$ cat config.mk
export PLATFORM = sky130hd
export DESIGN_NAME = seq_sub_ctrl
export DESIGN_NICKNAME = d
export VERILOG_FILES = /design/src/rtl/seq_sub_ctrl.sv
export SDC_FILE = /design/constraint.sdc
export NUM_CORES = 1
export LEC_CHECK = 0
export BUFFER_PORTS_ARGS = -buffer_cell sky130_fd_sc_hd__buf_4
export CORE_ASPECT_RATIO = 1.1
export CORE_UTILIZATION = 40
export DETAILED_ROUTE_END_ITERATION = 8
export SLEW_MARGIN = 5
export SYNTH_ARGS = -nofsm -noshare
export SYNTH_HDL_FRONTEND = slang
export SYNTH_SLANG_ARGS = --single-unit
$ cat constraint.sdc
create_clock -name clk -period 3.9 [get_ports clk]
set_input_delay 0 -clock clk [delete_from_list [all_inputs] [get_ports clk]]
set_output_delay 0 -clock clk [all_outputs]
set_load 0.02 [all_outputs]
$ cat src/rtl/seq_sub_ctrl.sv
// Multi-cycle wide subtractor: one SLICE_W-bit slice per cycle, LSB first, with
// registered result and NZCV flags. Define SEQ_SUB_BIN_EN to add a borrow_in port.

module top_sub #(
  parameter int unsigned x = 4
) (
  input  logic [x-1:0] a,
  input  logic [x-1:0] b,
  input  logic         cin,
  output logic [x-1:0] r,
  output logic         cout,
  output logic         n,
  output logic         z,
  output logic         c,
  output logic         v
);

  logic [x:0] diff;

  // Bit x of the widened difference is the borrow-out.
  assign diff = {1'b0, a} - {1'b0, b} - {{x{1'b0}}, cin};
  assign r    = diff[x-1:0];
  assign cout = diff[x];
  assign n    = diff[x-1];
  assign z    = (diff[x-1:0] == '0);
  assign c    = diff[x];
  assign v    = (a[x-1] != b[x-1]) && (a[x-1] != diff[x-1]);

endmodule

module seq_sub_ctrl #(
  parameter int unsigned SLICE_W = 4,
  parameter int unsigned NSLICES = 4
) (
  input  logic                       clk,
  input  logic                       rst_n,
  input  logic                       start,
`ifdef SEQ_SUB_BIN_EN
  input  logic                       borrow_in,
`endif
  input  logic [SLICE_W*NSLICES-1:0] a,
  input  logic [SLICE_W*NSLICES-1:0] b,
  output logic                       busy,
  output logic                       done,
  output logic [SLICE_W*NSLICES-1:0] r,
  output logic                       flag_n,
  output logic                       flag_z,
  output logic                       flag_c,
  output logic                       flag_v
);

  localparam int unsigned N     = SLICE_W * NSLICES;
  localparam int unsigned IDX_W = (NSLICES > 1) ? $clog2(NSLICES) : 1;
  localparam logic [IDX_W-1:0] IDX_LAST = IDX_W'(NSLICES - 1);

  typedef enum logic [1:0] {
    IDLE = 2'd0,
    RUN  = 2'd1,
    DONE = 2'd2
  } state_t;

  state_t             state;
  state_t             state_next;
  logic [N-1:0]       a_q;
  logic [N-1:0]       b_q;
  logic [N-1:0]       shadow;
  logic [N-1:0]       shadow_next;
  logic [IDX_W-1:0]   idx;
  logic               borrow;
  logic               init_borrow;
  logic               accept;
  logic               last;
  logic [SLICE_W-1:0] slice_a;
  logic [SLICE_W-1:0] slice_b;
  logic [SLICE_W-1:0] slice_r;
  logic               slice_cout;

`ifdef SEQ_SUB_BIN_EN
  assign init_borrow = borrow_in;
`else
  assign init_borrow = 1'b0;
`endif

  assign accept  = (state == IDLE) && start;
  assign last    = (state == RUN) && (idx == IDX_LAST);
  assign slice_a = a_q[idx*SLICE_W +: SLICE_W];
  assign slice_b = b_q[idx*SLICE_W +: SLICE_W];

  top_sub #(.x(SLICE_W)) u_sub (
    .a    (slice_a),
    .b    (slice_b),
    .cin  (borrow),
    .r    (slice_r),
    .cout (slice_cout),
    .n    (),
    .z    (),
    .c    (),
    .v    ()
  );

  always_ff @(posedge clk or negedge rst_n) begin
    if (!rst_n) state <= IDLE;
    else        state <= state_next;
  end

  always_comb begin
    state_next = state;
    busy       = 1'b0;
    done       = 1'b0;
    case (state)
      IDLE: if (start) state_next = RUN;
      RUN: begin
        busy = 1'b1;
        if (idx == IDX_LAST) state_next = DONE;
      end
      DONE: begin
        busy       = 1'b1;
        done       = 1'b1;
        state_next = IDLE;
      end
      default: state_next = IDLE;
    endcase
  end

  // The final slice is merged combinationally so r/flags load in one edge.
  always_comb begin
    shadow_next = shadow;
    shadow_next[idx*SLICE_W +: SLICE_W] = slice_r;
  end

  always_ff @(posedge clk or negedge rst_n) begin
    if (!rst_n) begin
      a_q    <= '0;
      b_q    <= '0;
      shadow <= '0;
      idx    <= '0;
      borrow <= 1'b0;
      r      <= '0;
      flag_n <= 1'b0;
      flag_z <= 1'b0;
      flag_c <= 1'b0;
      flag_v <= 1'b0;
    end else if (accept) begin
      a_q    <= a;
      b_q    <= b;
      idx    <= '0;
      borrow <= init_borrow;
    end else if (state == RUN) begin
      shadow <= shadow_next;
      borrow <= slice_cout;
      idx    <= last ? '0 : idx + 1'b1;
      if (last) begin
        r      <= shadow_next;
        flag_n <= shadow_next[N-1];
        flag_z <= (shadow_next == '0);
        flag_c <= slice_cout;
        flag_v <= (a_q[N-1] != b_q[N-1]) && (a_q[N-1] != shadow_next[N-1]);
      end
    end
  end

endmodule

Word-level counts from Yosys, hierarchy flattened
Index checks and enable logic that the tools add are counted.
{"block": "totals", "regBits": 73, "latch_bits": 0, "ramBits": 0, "mem_bits_ro": 0, "in_bits": 35, "output_inout_bits": 22, "word_cells": 48, "n_memories": 0}
{"block": "op_classes", "addsub": 4, "n_mul": 0, "n_div": 0, "n_lt_le_gt_ge": 0, "n_eq_ne": 7, "n_shift": 4, "n_mux": 11, "n_bitwise": 1, "reduce_logical": 10}
{"cell": "negation 4 -> 34 bit", "count": 1}
{"cell": "variable shift 4 x 34 -> 16 bit, first input constant", "count": 1}
{"cell": "indexed part select 4 x 34 -> 16 bit", "count": 1}
{"cell": "indexed part select 16 x 5 -> 4 bit", "count": 2}
{"cell": "bitwise mux 16 bit", "count": 1}
{"cell": "zero test 16 bit", "count": 1}
{"cell": "2-to-1 mux 2 bit", "count": 5}
{"cell": "subtractor 4 x 4 -> 5 bit", "count": 1}
{"cell": "subtractor 5 x 1 -> 5 bit", "count": 1}
{"cell": "equality test 2 bit, second input constant", "count": 2}
{"cell": "2-to-1 mux 1 bit", "count": 4}
{"cell": "inequality test 2 bit, second input constant", "count": 2}
{"cell": "case mux 2 bit (2 select lines)", "count": 1}
{"cell": "AND reduction 2 bit", "count": 2}
{"cell": "logical AND 1 bit", "count": 3}
{"cell": "AND reduction 3 bit", "count": 1}
{"cell": "adder 2 x 1 -> 2 bit, second input constant", "count": 1}
{"cell": "equality test 2 x 1 -> 1 bit, second input constant", "count": 1}
{"cell": "zero test 2 bit", "count": 1}
{"cell": "inequality test 1 bit", "count": 2}
{"cell": "nonzero test 2 bit", "count": 1}
{"cell": "OR reduction 2 bit", "count": 1}
{"cell": "NOT 1 bit", "count": 1}

Logic depth before layout (Yosys ltp)
{"block": "logic_depth", "ltp_word": 7, "depth_mapped": 12, "mapped_depth_nobuf": 10}

By module
From an unflattened synthesis, not the netlist that was laid out.
{"block": "hier_totals", "hier_cells": 315, "area_unflattened_um2": 3646.0}
{"mod": "seq_sub_ctrl", "instances": 1, "cells_each": 281, "area_per_inst_um2": 3362.0, "seq_area_each_um2": 1801.7}
{"mod": "top_sub", "instances": 1, "cells_each": 34, "area_per_inst_um2": 284.0, "seq_area_each_um2": 0.0}

Least setup slack after synthesis
No wires, ideal clock.
{"block": "synth_path", "path_type": "reg-to-reg", "startpoint": "register idx[0]", "endpoint": "register flag_v", "setup_ps": 124, "arrival_time_ps": 3083, "t_required_ps": 3776, "setup_slack_ps": 693, "stages_incl_launch_ff": 12, "path_buffers": 2, "synth_period_minus_slack_ps": 3207, "path_cell_list": "dfrtp_1 > buf_6 > buf_4 > mux4_2 > ha_1 > inv_1 > ha_1 > or4b_1 > o32ai_1 > nand4b_2 > a21oi_1 > o31a_1"}
{"block": "synth_via", "elab_chain_cells": 7, "elab_cells_between_ends": 13, "cone_classes": "add/sub: 3; eq/ne: 2; shift: 4; mux: 1; reduce/logical: 3"}
{"item": "start: declaration", "line_no": "68", "rtl": "logic [IDX_W-1:0] idx;"}
{"item": "start signal: assignment", "line_no": "151", "rtl": "idx <= last ? '0 : idx + 1'b1;"}
{"item": "indexed part select 16 x 5 -> 4 bit (on tied branches)", "line_no": "86, 87"}
{"item": "subtractor 4 x 4 -> 5 bit", "line_no": "21", "rtl": "assign diff = {1'b0, a} - {1'b0, b} - {{x{1'b0}}, cin};"}
{"item": "subtractor 5 x 1 -> 5 bit", "line_no": "21"}
{"item": "indexed part select 4 x 34 -> 16 bit", "line_no": "128", "rtl": "shadow_next[idx*SLICE_W +: SLICE_W] = slice_r;"}
{"item": "bitwise mux 16 bit", "line_no": "128"}
{"item": "inequality test 1 bit", "line_no": "157", "rtl": "flag_v <= (a_q[N-1] != b_q[N-1]) && (a_q[N-1] != shadow_next[N-1]);"}
{"item": "logical AND 1 bit", "line_no": "157"}
{"item": "end signal: assignment", "line_no": "157"}
{"item": "end: declaration", "line_no": "49", "rtl": "output logic flag_v"}
Parallel ways exist; a longest one is shown, timed or not.
A chain may end at the register's enable or synchronous reset.

Final worst setup path
{"block": "layout_path", "startpoint": "register idx[0]", "endpoint": "register flag_z"}
{"block": "layout_via", "elab_chain_cells": 6, "elab_cells_between_ends": 12, "cone_classes": "add/sub: 3; eq/ne: 1; shift: 4; mux: 1; reduce/logical: 3"}
{"item": "indexed part select 16 x 5 -> 4 bit (on tied branches)", "line_no": "86, 87"}
{"item": "subtractor 4 x 4 -> 5 bit", "line_no": "21"}
{"item": "subtractor 5 x 1 -> 5 bit", "line_no": "21"}
{"item": "indexed part select 4 x 34 -> 16 bit", "line_no": "128"}
{"item": "bitwise mux 16 bit", "line_no": "128"}
{"item": "zero test 16 bit", "line_no": "155", "rtl": "flag_z <= (shadow_next == '0);"}
{"item": "end signal: assignment", "line_no": "155"}
{"item": "end: declaration", "line_no": "47", "rtl": "output logic flag_z,"}
Parallel ways exist; a longest one is shown, timed or not.

==> metrics.log <==
[metrics] clk root buf: clkbuf_8
[metrics] ant diodes: 0
[metrics] critical path fanouts, max: 10
[metrics] Layout area overhead: 30.1%
[metrics] Slowest cell on crit path: dfrtp_1
[metrics] delay of the slowest critical-path stage: 0.72 ns
[metrics] worst skew pair latency: 0.35 ns
[metrics] die span in y: 103 um
[metrics] via count: 2649
[metrics] Synth area leaders: dfrtp_1 (49%), mux2_2 (11%), ha_1 (4.7%)
[metrics] Gates resized, CTS repair: 0
[metrics] detailed-route vias per instance: 5.04
[metrics] combined area of the multi-input logic cells: 0.00174 mm2
[metrics] setup TNS after final layout: 0 ns
[metrics] clock slew seen by the registers of the worst setup and hold paths: 0.08 ns
[metrics] buffers from clock root to sink, at most: 2
[metrics] Most used DFF post-synth: dfrtp_1
[metrics] DRC violations left: 0
[metrics] Max Clock Skew: 0.00872 ns
[metrics] first-pass GRT wire length: 13200 um
[metrics] Final HPWL DP: 5480 um
[metrics] critical path class: reg2reg
[metrics] Antenna Nets Post-Route: 0
[metrics] cell with the most instances on the worst path: fa_1
[metrics] Initial DRT Pass Iterations: 4
[metrics] count of final hold-check violations: 0
[metrics] initial cell density of the core: 0.414
[metrics] minimum period implied by the final worst setup slack: 3.47 ns
[metrics] share of layout cells above drive strength 1: 0.301
[metrics] flip-flop and latch count after synthesis: 72
[metrics] number of buffer and inverter instances along the worst setup path: 0
[metrics] global route total overflow: 0
[metrics] unrepaired setup endpoints after global routing: false
[metrics] horizontal extent of the die: 93.6 um
[metrics] overall track demand over capacity in global routing: 0.181
[metrics] Worst setup SP type: flop
[metrics] Yosys Warn Count: 0
[metrics] asr flop ratio synth: 1.00
[metrics] Cell Area, Synth: 0.00369 mm2
[metrics] leakage dissipation: 2.17 nW
[metrics] max-slew headroom at the worst pin: 0.404
[metrics] number of different library cells in the post-synthesis netlist: 52
[metrics] Worst Slack Setup Final: 0.433 ns
[metrics] routed wire length per instance: 14.6 um
[metrics] row count: 36
[metrics] data arrival at the endpoint of the critical path: 3.72 ns
[metrics] number of top-level pins: 57
[metrics] Die Area: 0.00961 mm2
[metrics] end-of-flow core utilization: 0.538
[metrics] fraction of the yosys area taken by sequential cells: 0.488
[metrics] Num CTS Buffers: 9
[metrics] syn_nets: 369
[metrics] CTS tree: done
[metrics] family of cells with the greatest summed delay on the critical path: adder cells
[metrics] largest net degree at the start of global routing: 73
[metrics] layout filler cell count: 798
[metrics] sequential cell area: 0.00180 mm2
[metrics] buffers added on ports: 56
[metrics] average footprint of a synthesized cell: 11.6 um2
[metrics] pwr dens: 929 mW/mm2
[metrics] GP Congestion: 0.807
[metrics] clock net sink count: 72
[metrics] CP required: 4.15 ns
[metrics] total power: 4.46 mW
[metrics] slew at the pin with the worst max-slew slack: 0.894 ns
[metrics] cell type with the highest aggregate area in the netlist: dfrtp_1
[metrics] final setup violating endpoints: 0
[metrics] CTS H-tree depth: 3
[metrics] final layout net count: 458
[metrics] Syn Inst Count: 318
[metrics] class of the most critical hold timing path: in2async
[metrics] Worst setup EP type: flop
[metrics] dpl ws: 0.422 ns
[metrics] Max Cap Viol: 0
[metrics] vias in the first global route: 2704
[metrics] maximum achievable frequency: 288 MHz
[metrics] drt initial violations: 103
[metrics] series of cell instances along the critical path: mux4_2, fa_1, fa_1, xor2_1, and3_1, a2111oi_2, nand4_1, o31ai_1
[metrics] share of the cycle needed by the critical path after routing: 0.889
[metrics] area share of the largest cell type after synthesis: 0.488
[metrics] highest ir drop seen on vdd: 426 uV
[metrics] startpoint of the worst register-to-register path: idx[0]
[metrics] result of the run: finished, final reports clean
[metrics] launching element of the worst setup path: idx[0]
[metrics] placeable core region: 0.00892 mm2
[metrics] initial antenna violation count: 0
[metrics] number of flops mapped to enable cells by yosys: 0
[metrics] total wire length: 7650 um
[metrics] fin. max-slew vios: 0
## routing by layer
metal  vias to the layer above  part of all wire  wire, um  global-route usage
li1                       1311                 -         -                   -
met1                      1273              0.45      3420               0.226
met2                        56              0.50      3840               0.310
met3                         9             0.038       292              0.0494
met4                         0             0.013       101              0.0533
met5                         -                 0         0                   0
## report_power, final
part | internal (mW) | switching, mW
clock network | 0.459 | 0.274
logic | 1.13 | 1.29
registers | 1.09 | 0.215
total | 2.68 | 1.78
## stage by stage
| step | cell area (um2) | cells | hold slack (ns) |
|---|---|---|---|
| after global routing | 4800 | 526 | 0.407 |
| after CTS | 4800 | 526 | 0.357 |
| after detailed placement | 4200 | 476 | 0.195 |
| after global placement | 4200 | 476 | 0.187 |
| after floorplan | 3690 | 318 | -0.296 |
| final | 4800 | 526 | 0.296 |
## repair_timing
| action | CTS | global route |
|---|---|---|
| hold buffers | 34 | 0 |
| endpoints found under the setup margin | 0 | 0 |
| hold endpoints to repair | 107 | 0 |
| buffers inserted | 0 | 0 |
## worst reg2reg max path: cells and delay by family (launching register included)
family / cells / cell delay (ns)
compound gates: 2 / 0.55
mux: 1 / 0.60
fa+ha+maj: 2 / 0.86
simple gates: 2 / 0.41
flops: 1 / 0.72
xor+xnor: 1 / 0.24
## final timing paths
check                             end  slack [ns]  cells past startpoint
hold / removal                 flag_c        0.30                      2
hold reg to reg            shadow[11]        0.48                      2
max in group asynchronous      b_q[3]        3.00                      2
setup / recovery               flag_z        0.43                      8
setup reg to reg               flag_z        0.43                      8
min in group clk               idx[0]        0.41                      3
## state kept, by name, indices dropped and copies added (netlist names)
signal	flops
a_q	16
b_q	16
borrow	1
flag_c	1
flag_v	1
flag_z	1
idx	2
r	16
shadow	16
state	2
## synth_stat cells (all sizes together) (3+ instances only)
| library cell | number |
|---|---|
| a21oi | 14 |
| a31oi | 6 |
| and2 | 4 |
| buf | 10 |
| clkbuf | 7 |
| dfrtp | 72 |
| ha | 14 |
| inv | 15 |
| mux2 | 37 |
| mux2i | 3 |
| mux4 | 7 |
| nand2 | 32 |
| nand2b | 8 |
| nand3b | 5 |
| nand4b | 3 |
| nor2 | 11 |
| nor2b | 10 |
| o21ai | 20 |
## placed cells by master, fill, tap and decap left out, types with 4 or more instances in the layout
cell / count
nor2_1: 11
nand3b_1: 5
nand2_1: 32
a21oi_1: 14
buf_4: 61
o21ai_0: 19
ha_1: 14
mux4_2: 7
dlygate4sd3_1: 34
nor2b_1: 10
dfrtp_1: 72
nand2b_1: 8
a31oi_1: 6
inv_1: 15
and2_1: 4
clkbuf_8: 11
mux2_2: 35
## kinds of logic (layout without fill, tap and decap cells)
| group | after synthesis | after routing | share of synthesized area |
|---|---|---|---|
| compound gates | 60 | 60 | 0.108 |
| simple gates | 89 | 89 | 0.136 |
| buf+inv | 32 | 126 | 0.0387 |
| fa+ha+maj | 16 | 16 | 0.0583 |
| xor+xnor | 2 | 2 | 0.00475 |
| mux | 47 | 47 | 0.166 |
| flops | 72 | 72 | 0.488 |
## area by class of cell
class	count	share of cell area
multi-input combinational	214	0.364
timing repair buffer	95	0.166
clock buffer	11	0.0316
clock inverter	5	0.0214
inverter	15	0.0117
sequential	72	0.376
tap	114	0.0297
Power figures use the tool's default switching activity.
